<file path="config.mk">
export PLATFORM = sky130hd
export DESIGN_NAME = lsu_issue_queue_flat
export DESIGN_NICKNAME = d
export VERILOG_FILES = /design/src/rtl/lsu_issue_queue_if.sv /design/src/rtl/lsu_issue_queue.sv /design/src/flat_wrapper.sv
export SDC_FILE = /design/constraint.sdc
export NUM_CORES = 1
export LEC_CHECK = 0
export ABC_AREA = 1
export CORE_AREA = 2 2 199 249
export CTS_CLUSTER_DIAMETER = 200
export DETAILED_ROUTE_END_ITERATION = 10
export DIE_AREA = 0 0 201 251
export SLEW_MARGIN = 25
export SYNTH_ARGS = -nofsm -noshare
export SYNTH_HDL_FRONTEND = slang
export SYNTH_SLANG_ARGS = --single-unit
export TNS_END_PERCENT = 30
</file>
<file path="constraint.sdc">
create_clock -name clk -period 10.55 [get_ports clk]
set_input_delay 2.11 -clock clk [delete_from_list [all_inputs] [get_ports clk]]
set_output_delay 2.11 -clock clk [all_outputs]
set_load 0.01 [all_outputs]
</file>
<file path="src/rtl/lsu_issue_queue_if.sv">
// Bundle of dispatch, CDB, issue and flush signals around the LSU issue queue.
//   slave  : the issue queue side (consumes dispatch/CDB/lsu_ready, produces issue/count)
//   master : the environment side (dispatch stage, CDB, LSU)
interface lsu_issue_queue_if #(
    parameter int unsigned DEPTH     = 4,
    parameter int unsigned ROB_TAG_W = 4,
    parameter int unsigned PREG_W    = 6
);
    localparam int unsigned CNT_W = $clog2(DEPTH + 1);

    logic                 flush_i;
    logic                 disp_valid_i;
    logic                 disp_ready_o;
    logic                 disp_mem_read_i;
    logic                 disp_rs1_rdy_i;
    logic [PREG_W-1:0]    disp_rs1_tag_i;
    logic [31:0]          disp_rs1_val_i;
    logic [31:0]          disp_imm_i;
    logic [PREG_W-1:0]    disp_rd_p_i;
    logic [ROB_TAG_W-1:0] disp_rob_tag_i;
    logic                 cdb_valid_i;
    logic [PREG_W-1:0]    cdb_tag_i;
    logic [31:0]          cdb_val_i;
    logic                 lsu_ready_i;
    logic                 issue_valid_o;
    logic                 issue_mem_read_o;
    logic [31:0]          issue_rs1_val_o;
    logic [31:0]          issue_imm_o;
    logic [PREG_W-1:0]    issue_rd_p_o;
    logic [ROB_TAG_W-1:0] issue_rob_tag_o;
    logic [CNT_W-1:0]     count_o;

    modport slave (
        input  flush_i, disp_valid_i, disp_mem_read_i, disp_rs1_rdy_i, disp_rs1_tag_i,
               disp_rs1_val_i, disp_imm_i, disp_rd_p_i, disp_rob_tag_i,
               cdb_valid_i, cdb_tag_i, cdb_val_i, lsu_ready_i,
        output disp_ready_o, issue_valid_o, issue_mem_read_o, issue_rs1_val_o, issue_imm_o,
               issue_rd_p_o, issue_rob_tag_o, count_o
    );

    modport master (
        output flush_i, disp_valid_i, disp_mem_read_i, disp_rs1_rdy_i, disp_rs1_tag_i,
               disp_rs1_val_i, disp_imm_i, disp_rd_p_i, disp_rob_tag_i,
               cdb_valid_i, cdb_tag_i, cdb_val_i, lsu_ready_i,
        input  disp_ready_o, issue_valid_o, issue_mem_read_o, issue_rs1_val_o, issue_imm_o,
               issue_rd_p_o, issue_rob_tag_o, count_o
    );
endinterface

</file>
<file path="src/rtl/lsu_issue_queue.sv">
// In-order issue queue for memory ops between dispatch and the load/store unit.
// Buffers ops in a circular buffer, captures base operands from the CDB, and offers the
// oldest op to the LSU once its base is ready. Only the head may issue.
// Ports:
//   clk  - clock
//   rst  - synchronous active-high reset (priority over flush)
//   bus  - lsu_issue_queue_if.slave: flush, dispatch, CDB, issue handshake, occupancy
module lsu_issue_queue #(
    parameter int unsigned DEPTH     = 4,
    parameter int unsigned ROB_TAG_W = 4,
    parameter int unsigned PREG_W    = 6
) (
    input logic               clk,
    input logic               rst,
    lsu_issue_queue_if.slave  bus
);
    localparam int unsigned PTR_W = $clog2(DEPTH);
    localparam int unsigned CNT_W = $clog2(DEPTH + 1);

    logic                 mem_read [DEPTH];
    logic                 rs1_rdy  [DEPTH];
    logic [PREG_W-1:0]    rs1_tag  [DEPTH];
    logic [31:0]          rs1_val  [DEPTH];
    logic [31:0]          imm      [DEPTH];
    logic [PREG_W-1:0]    rd_p     [DEPTH];
    logic [ROB_TAG_W-1:0] rob_tag  [DEPTH];

    logic [PTR_W-1:0] head_ptr;
    logic [PTR_W-1:0] tail_ptr;
    logic [CNT_W-1:0] count;

    logic             disp_ready;
    logic             issue_valid;
    logic             enq;
    logic             fire;
    logic             bypass;
    logic [DEPTH-1:0] occupied;

    // Readiness depends only on registered count, so a full queue never accepts even
    // when the head fires in the same cycle.
    assign disp_ready  = (count < CNT_W'(DEPTH));
    assign issue_valid = (count != '0) && rs1_rdy[head_ptr];
    assign enq         = bus.disp_valid_i && disp_ready;
    assign fire        = issue_valid && bus.lsu_ready_i;
    assign bypass      = bus.cdb_valid_i && !bus.disp_rs1_rdy_i &&
                         (bus.disp_rs1_tag_i == bus.cdb_tag_i);

    // Entry i is live when its distance from head (mod DEPTH) is below count.
    always_comb begin
        occupied = '0;
        for (int i = 0; i < DEPTH; i++) begin
            occupied[i] = (CNT_W'(PTR_W'(i) - head_ptr) < count);
        end
    end

    always_ff @(posedge clk) begin
        if (rst) begin
            head_ptr <= '0;
            tail_ptr <= '0;
            count    <= '0;
            for (int i = 0; i < DEPTH; i++) begin
                mem_read[i] <= 1'b0;
                rs1_rdy[i]  <= 1'b0;
                rs1_tag[i]  <= '0;
                rs1_val[i]  <= '0;
                imm[i]      <= '0;
                rd_p[i]     <= '0;
                rob_tag[i]  <= '0;
            end
        end else if (bus.flush_i) begin
            head_ptr <= '0;
            tail_ptr <= '0;
            count    <= '0;
            for (int i = 0; i < DEPTH; i++) begin
                rs1_rdy[i] <= 1'b0;
            end
        end else begin
            for (int i = 0; i < DEPTH; i++) begin
                if (bus.cdb_valid_i && occupied[i] && !rs1_rdy[i] &&
                    (rs1_tag[i] == bus.cdb_tag_i)) begin
                    rs1_rdy[i] <= 1'b1;
                    rs1_val[i] <= bus.cdb_val_i;
                end
            end

            // The tail slot is never occupied when enq fires, so these writes never
            // collide with the wakeup or the head clear above.
            if (fire) begin
                rs1_rdy[head_ptr] <= 1'b0;
                head_ptr          <= head_ptr + 1'b1;
            end

            if (enq) begin
                mem_read[tail_ptr] <= bus.disp_mem_read_i;
                rs1_rdy[tail_ptr]  <= bus.disp_rs1_rdy_i || bypass;
                rs1_tag[tail_ptr]  <= bus.disp_rs1_tag_i;
                rs1_val[tail_ptr]  <= bypass ? bus.cdb_val_i : bus.disp_rs1_val_i;
                imm[tail_ptr]      <= bus.disp_imm_i;
                rd_p[tail_ptr]     <= bus.disp_rd_p_i;
                rob_tag[tail_ptr]  <= bus.disp_rob_tag_i;
                tail_ptr           <= tail_ptr + 1'b1;
            end

            unique case ({enq, fire})
                2'b10:   count <= count + 1'b1;
                2'b01:   count <= count - 1'b1;
                default: count <= count;
            endcase
        end
    end

    assign bus.disp_ready_o     = disp_ready;
    assign bus.issue_valid_o    = issue_valid;
    assign bus.issue_mem_read_o = mem_read[head_ptr];
    assign bus.issue_rs1_val_o  = rs1_val[head_ptr];
    assign bus.issue_imm_o      = imm[head_ptr];
    assign bus.issue_rd_p_o     = rd_p[head_ptr];
    assign bus.issue_rob_tag_o  = rob_tag[head_ptr];
    assign bus.count_o          = count;
endmodule

</file>
<file path="src/flat_wrapper.sv">
// flat-port wrapper written by rule: the top's interface ports become plain ports
module lsu_issue_queue_flat 
#(
    parameter int unsigned DEPTH     = 4,
    parameter int unsigned ROB_TAG_W = 4,
    parameter int unsigned PREG_W    = 6
)
  (clk, rst, bus_flush_i, bus_disp_valid_i, bus_disp_mem_read_i, bus_disp_rs1_rdy_i, bus_disp_rs1_tag_i, bus_disp_rs1_val_i, bus_disp_imm_i, bus_disp_rd_p_i, bus_disp_rob_tag_i, bus_cdb_valid_i, bus_cdb_tag_i, bus_cdb_val_i, bus_lsu_ready_i, bus_disp_ready_o, bus_issue_valid_o, bus_issue_mem_read_o, bus_issue_rs1_val_o, bus_issue_imm_o, bus_issue_rd_p_o, bus_issue_rob_tag_o, bus_count_o);
  lsu_issue_queue_if #(.DEPTH(DEPTH), .ROB_TAG_W(ROB_TAG_W), .PREG_W(PREG_W)) bus_i ();
  input logic clk;
  input logic rst;
  input wire logic [$bits(bus_i.flush_i)-1:0] bus_flush_i;
  input wire logic [$bits(bus_i.disp_valid_i)-1:0] bus_disp_valid_i;
  input wire logic [$bits(bus_i.disp_mem_read_i)-1:0] bus_disp_mem_read_i;
  input wire logic [$bits(bus_i.disp_rs1_rdy_i)-1:0] bus_disp_rs1_rdy_i;
  input wire logic [$bits(bus_i.disp_rs1_tag_i)-1:0] bus_disp_rs1_tag_i;
  input wire logic [$bits(bus_i.disp_rs1_val_i)-1:0] bus_disp_rs1_val_i;
  input wire logic [$bits(bus_i.disp_imm_i)-1:0] bus_disp_imm_i;
  input wire logic [$bits(bus_i.disp_rd_p_i)-1:0] bus_disp_rd_p_i;
  input wire logic [$bits(bus_i.disp_rob_tag_i)-1:0] bus_disp_rob_tag_i;
  input wire logic [$bits(bus_i.cdb_valid_i)-1:0] bus_cdb_valid_i;
  input wire logic [$bits(bus_i.cdb_tag_i)-1:0] bus_cdb_tag_i;
  input wire logic [$bits(bus_i.cdb_val_i)-1:0] bus_cdb_val_i;
  input wire logic [$bits(bus_i.lsu_ready_i)-1:0] bus_lsu_ready_i;
  output wire logic [$bits(bus_i.disp_ready_o)-1:0] bus_disp_ready_o;
  output wire logic [$bits(bus_i.issue_valid_o)-1:0] bus_issue_valid_o;
  output wire logic [$bits(bus_i.issue_mem_read_o)-1:0] bus_issue_mem_read_o;
  output wire logic [$bits(bus_i.issue_rs1_val_o)-1:0] bus_issue_rs1_val_o;
  output wire logic [$bits(bus_i.issue_imm_o)-1:0] bus_issue_imm_o;
  output wire logic [$bits(bus_i.issue_rd_p_o)-1:0] bus_issue_rd_p_o;
  output wire logic [$bits(bus_i.issue_rob_tag_o)-1:0] bus_issue_rob_tag_o;
  output wire logic [$bits(bus_i.count_o)-1:0] bus_count_o;
  assign bus_i.flush_i = bus_flush_i;
  assign bus_i.disp_valid_i = bus_disp_valid_i;
  assign bus_i.disp_mem_read_i = bus_disp_mem_read_i;
  assign bus_i.disp_rs1_rdy_i = bus_disp_rs1_rdy_i;
  assign bus_i.disp_rs1_tag_i = bus_disp_rs1_tag_i;
  assign bus_i.disp_rs1_val_i = bus_disp_rs1_val_i;
  assign bus_i.disp_imm_i = bus_disp_imm_i;
  assign bus_i.disp_rd_p_i = bus_disp_rd_p_i;
  assign bus_i.disp_rob_tag_i = bus_disp_rob_tag_i;
  assign bus_i.cdb_valid_i = bus_cdb_valid_i;
  assign bus_i.cdb_tag_i = bus_cdb_tag_i;
  assign bus_i.cdb_val_i = bus_cdb_val_i;
  assign bus_i.lsu_ready_i = bus_lsu_ready_i;
  assign bus_disp_ready_o = bus_i.disp_ready_o;
  assign bus_issue_valid_o = bus_i.issue_valid_o;
  assign bus_issue_mem_read_o = bus_i.issue_mem_read_o;
  assign bus_issue_rs1_val_o = bus_i.issue_rs1_val_o;
  assign bus_issue_imm_o = bus_i.issue_imm_o;
  assign bus_issue_rd_p_o = bus_i.issue_rd_p_o;
  assign bus_issue_rob_tag_o = bus_i.issue_rob_tag_o;
  assign bus_count_o = bus_i.count_o;
  lsu_issue_queue #(.DEPTH(DEPTH), .ROB_TAG_W(ROB_TAG_W), .PREG_W(PREG_W)) u_core (.clk(clk), .rst(rst), .bus(bus_i));
endmodule
</file>
Yosys cells after proc, flatten, opt, wreduce, memory -nomap -nowiden
Memories as Yosys holds them, arrays and structs flattened. A register that Yosys moved wholly into a read port is not among the register bits.
Cells that the tools add are included.
Storage, ports and cells
  register bits after elaboration: 7
  bits in writable memories: 328
  input bits: 126
  output and inout bits: 80
  logic and storage cells: 143
  memories kept: 7
Memories
  u_core.imm: depth 4, bits a word 32, read ports 1, clocked after memory_dff 1, write ports 4, RTL line lsu_issue_queue.sv:24  | logic [31:0] imm [DEPTH];
  u_core.rs1_val: depth 4, bits a word 32, read ports 1, clocked after memory_dff 1, write ports 5, RTL line lsu_issue_queue.sv:23  | logic [31:0] rs1_val [DEPTH];
  u_core.rd_p: depth 4, bits a word 6, read ports 1, clocked after memory_dff 1, write ports 4, RTL line lsu_issue_queue.sv:25  | logic [PREG_W-1:0] rd_p [DEPTH];
  u_core.rs1_tag: depth 4, bits a word 6, read ports 4, clocked after memory_dff 0, write ports 4, RTL line lsu_issue_queue.sv:22  | logic [PREG_W-1:0] rs1_tag [DEPTH];
  u_core.rob_tag: depth 4, bits a word 4, read ports 1, clocked after memory_dff 1, write ports 4, RTL line lsu_issue_queue.sv:26  | logic [ROB_TAG_W-1:0] rob_tag [DEPTH];
  u_core.mem_read: depth 4, bits a word 1, read ports 1, clocked after memory_dff 1, write ports 4, RTL line lsu_issue_queue.sv:20  | logic mem_read [DEPTH];
  +1 memories
Cells by class
  add/sub/neg operators: 8
  order comparisons: 5
  eq/ne operators: 7
  multiplexer cells: 70
  bitwise operators: 12
  reductions and logical operators: 31
Operators with widths (count)
  $mux 32: 6
  $mux 1: 43
  $mux 2: 17
  $reduce_or 32->1: 1
  $eq 6x6->1: 5
  $logic_and 1x1->1: 17
  $lt 3x3->1: 4
  $mux 6: 2
  $or 1x1->1: 12
  $reduce_or 6->1: 2
  $pmux 3 s2: 1
  $sub 1x2->3 const A: 2
  $sub 2x2->3 const A: 2
  $logic_not 1->1: 5
  $add 2x1->2 const B: 2
  $mux 4: 1
  $reduce_or 4->1: 1
  $add 3x1->3 const B: 1
  $lt 3x3->1 const B: 1
  $reduce_bool 3->1: 1
  $sub 3x1->3 const B: 1
  $eq 2x1->1 const B: 1
  $eq 2x2->1 const B: 1
  $reduce_bool 2->1: 1
  other kinds (3): 3

Longest topological paths before layout
  word-level depth: 10
  gate-level depth with buffers: 14
  gate-level depth less buffers: 13

Worst setup path after synthesis
Ideal clock, no wire load.
  path kind: input port to flip-flop
  start: in bus_disp_valid_i
  end: mem u_core.imm[3][0] (enable)
  setup time: 0.590 ns
  data arrival time: 7.229 ns
  data required time: 9.960 ns
  slack: 2.731 ns
  stages: 2
  path buffers: 0
  cells stage by stage: nand2_2 o41ai_1
RTL lines
  start, declared: RTL line flat_wrapper.sv:13  | input wire logic [$bits(bus_i.disp_valid_i)-1:0] bus_disp_valid_i;
  end, declared: RTL line lsu_issue_queue.sv:24

==> impl_metrics.env <==
export IMPL_die_w_um=201
export IMPL_cts_resized=0
export IMPL_routed_wl_um=49500
export IMPL_outcome="completed"
export IMPL_cpLargestDelayFamily="buffers and inverters"
export IMPL_grt_usage=0.194
export IMPL_dp_final_hpwl_um=28400
export IMPL_io_pins=206
export IMPL_cts_buffer_depth=3
export IMPL_grt_pass1_vias=13500
export IMPL_cts_tree="built"
export IMPL_multi_input_area_mm2=0.00558
export IMPL_synth_seq_cells=337
export IMPL_syn_nets=1892
export IMPL_final_antenna_net_count=0
export IMPL_finalClockSkew_ns=0.0178
export IMPL_slew_headroom=0.291
export IMPL_ys_warn_count=0
export IMPL_drt_first_pass_iters=6
export IMPL_slowest_delay_ns=0.88
export IMPL_design_area_mm2=0.0204
export IMPL_vias_per_cell=5.16
export IMPL_synth_edf_count=326
export IMPL_grt_pass1_wl_um=75600
export IMPL_end_kind="primary output"
export IMPL_gp_congestion=0.799
export IMPL_grt_overflow_total=0
export IMPL_fp_row_count=90
export IMPL_hold_path_class="flip-flop to flip-flop"
export IMPL_crit_buf_inv=3
export IMPL_fin_tns_setup_ns=0
export IMPL_synth_top_flop_cell="edfxtp_1"
export IMPL_syn_to_final_growth_pct=22.8
export IMPL_final_common_cell="nor2_1"
export IMPL_maxCapViolCount=0
export IMPL_worstPathCellList="inv_4 -> buf_4 -> o21ai_0 -> o22ai_1 -> clkdlybuf4s50_1"
export IMPL_regArea_mm2=0.0100
export IMPL_antenna_found_initial=2
export IMPL_ctsHoldBuffers=0
export IMPL_critPathSlowestCell="buf_4"
export IMPL_drt_initial_drc_count=1047
export IMPL_die_y_um=251
export IMPL_cp_required_ns=8.44
export IMPL_worstPathArrival_ns=3.76
export IMPL_netlist_area_mm2=0.0166
export IMPL_tightest_slew_ns=1.06
export IMPL_period_share=0.556
export IMPL_p_per_area_mw_per_mm2=151
export IMPL_clk_pin_slew_ns=0.06
export IMPL_syn_inst=1749
export IMPL_cts_setup_buffers=0
export IMPL_most_common_layout_cells="nor2_1, edfxtp_1, clkdlybuf4s50_1"
export IMPL_cts_root_buf="clkbuf_16"
export IMPL_fillCellCount=4667
export IMPL_cp_max_fo=96
export IMPL_synth_async_reset_ratio=0
export IMPL_place_area_mm2=0.0192
export IMPL_min_period_ns=5.87
export IMPL_diodes=0
export IMPL_p_leak_nw=8.06
export IMPL_hold_viol_final=0
export IMPL_vdd_drop_max_mv=0.0873
export IMPL_ctsHtreeMaxLevel=2
export IMPL_coreArea_mm2=0.0481
export IMPL_clkLatencyLatePin_ns=0.53
export IMPL_vias=13300
export IMPL_setup_violations=0
export IMPL_clkSinkCount=337
export IMPL_nets=2052
export IMPL_die_area_mm2=0.0505
export IMPL_portBuffers=205
export IMPL_start_util=0.346
export IMPL_timing_fmax_mhz=170
export IMPL_critical_path_class="flip-flop to primary output"
export IMPL_post_drt_wl_per_cell_um=19.2
export IMPL_drc_errors=0
export IMPL_syn_avg_cell_area_um2=9.52
export IMPL_synthDistinctLibCells=32
export IMPL_startpoint_type="flip-flop"
export IMPL_numCtsBuffers=37
export IMPL_finalMaxSlewViolations=0
export IMPL_rsz0062_at_grt="false"
export IMPL_ys_seq_area_frac=0.601
export IMPL_drive_gt1_frac=0.0816
export IMPL_grt_max_degree=97
==> metrics by stage <==
stage | power [mW] | util | hold slack (ns) | worst slack, ns | std cells
floorplan | 1.70 | - | 0.507 | 2.73 | 1749
finish | 3.09 | 0.425 | 0.528 | 4.68 | 2580
CTS | 3.11 | 0.424 | 0.522 | 4.62 | 2579
global placement | 1.85 | 0.400 | 0.499 | 4.79 | 2513
global route | 3.19 | 0.425 | 0.559 | 4.41 | 2580
detailed placement | 1.85 | 0.400 | 0.509 | 4.73 | 2513
==> final timing paths <==
kind / cells after the start / slack (ns) / from / to
max reg2reg: 13 / 7.18 / flip-flop / u_core.bus.count_o[2]$_SDFFE_PP0P_
max: 5 / 4.68 / flip-flop / bus_issue_imm_o[0]
min reg2reg: 1 / 0.53 / u_core.bus.count_o[2]$_SDFFE_PP0P_ / u_core.bus.count_o[2]$_SDFFE_PP0P_
min: 1 / 0.53 / u_core.bus.count_o[2]$_SDFFE_PP0P_ / u_core.bus.count_o[2]$_SDFFE_PP0P_
==> flip-flops by register name, indices dropped and copies added (netlist names), named ones only <==
name and count:
u_core.imm 128, u_core.tail_ptr 2, u_core.rd_p 24, u_core.bus.count_o 3, u_core.rob_tag 16, u_core.rs1_val 128, u_core.mem_read 4, u_core.rs1_rdy 4
u_core.rs1_tag 24, u_core.head_ptr 2
==> routing by layer <==
metal	vias to the layer above	GRT usage	routed length (µm)
met3	115	0.0360	3670
met1	6376	0.231	19600
met5	-	0	23
li1	6284	-	-
met2	545	0.347	24800
met4	4	0.0728	1420
==> final cells by class <==
| cell class | instances | share of cell area |
|---|---|---|
| clock inverters | 22 | 0.0103 |
| repair buffers | 226 | 0.109 |
| clock buffers | 44 | 0.0466 |
| multi-input cells | 1133 | 0.273 |
| inverters | 174 | 0.0321 |
| well taps | 644 | 0.0394 |
| flip-flops and latches | 337 | 0.490 |
==> worst register-to-register path: stages (launching register included) <==
cell and delay (ns):
dfxtp_4 0.91, inv_4 0.45, nand2_1 0.23, nand3_1 0.13, nand2_1 0.14, nand3_1 0.21
inv_1 0.12, ha_1 0.14, inv_1 0.07, fa_1 0.40, o21ai_0 0.17, a21oi_1 0.07
o21ai_0 0.15, a21oi_1 0.05
==> kinds of logic (layout without fill, tap and decap cells) <==
family | Yosys count | after routing | share of synthesized area
buffers and inverters | 279 | 466 | 0.0669
flip-flops | 337 | 337 | 0.601
AO/OA/AOI/OAI | 343 | 343 | 0.109
AND/OR/NAND/NOR | 763 | 763 | 0.204
adder cells (fa/ha/maj) | 17 | 17 | 0.0132
XOR/XNOR | 10 | 10 | 0.00526
==> where the power goes <==
part	internal, mW	switching [mW]	leakage [nW]
clock	0.742	0.524	0.561
combinational	0.112	0.160	4.06
sequential	1.53	0.0179	3.44
total	2.39	0.702	8.06
==> synthesized netlist by cell type, types with 6 or more instances <==
master | instances | area share
nand2_2 | 24 | 0.0090
nand3_1 | 148 | 0.045
nand3_2 | 29 | 0.017
ha_1 | 16 | 0.012
nand4_1 | 6 | 0.0023
nor2_1 | 363 | 0.082
o21ai_0 | 182 | 0.055
o21ai_1 | 73 | 0.022
inv_1 | 167 | 0.038
a21oi_1 | 10 | 0.0030
inv_2 | 6 | 0.0014
nand2_4 | 8 | 0.0054
clkbuf_1 | 70 | 0.016
buf_1 | 12 | 0.0027
o22ai_1 | 75 | 0.028
dfxtp_1 | 11 | 0.013
nand2_1 | 180 | 0.041
buf_2 | 13 | 0.0039
edfxtp_1 | 326 | 0.59
No activity file was read; power rests on OpenSTA's default activity.
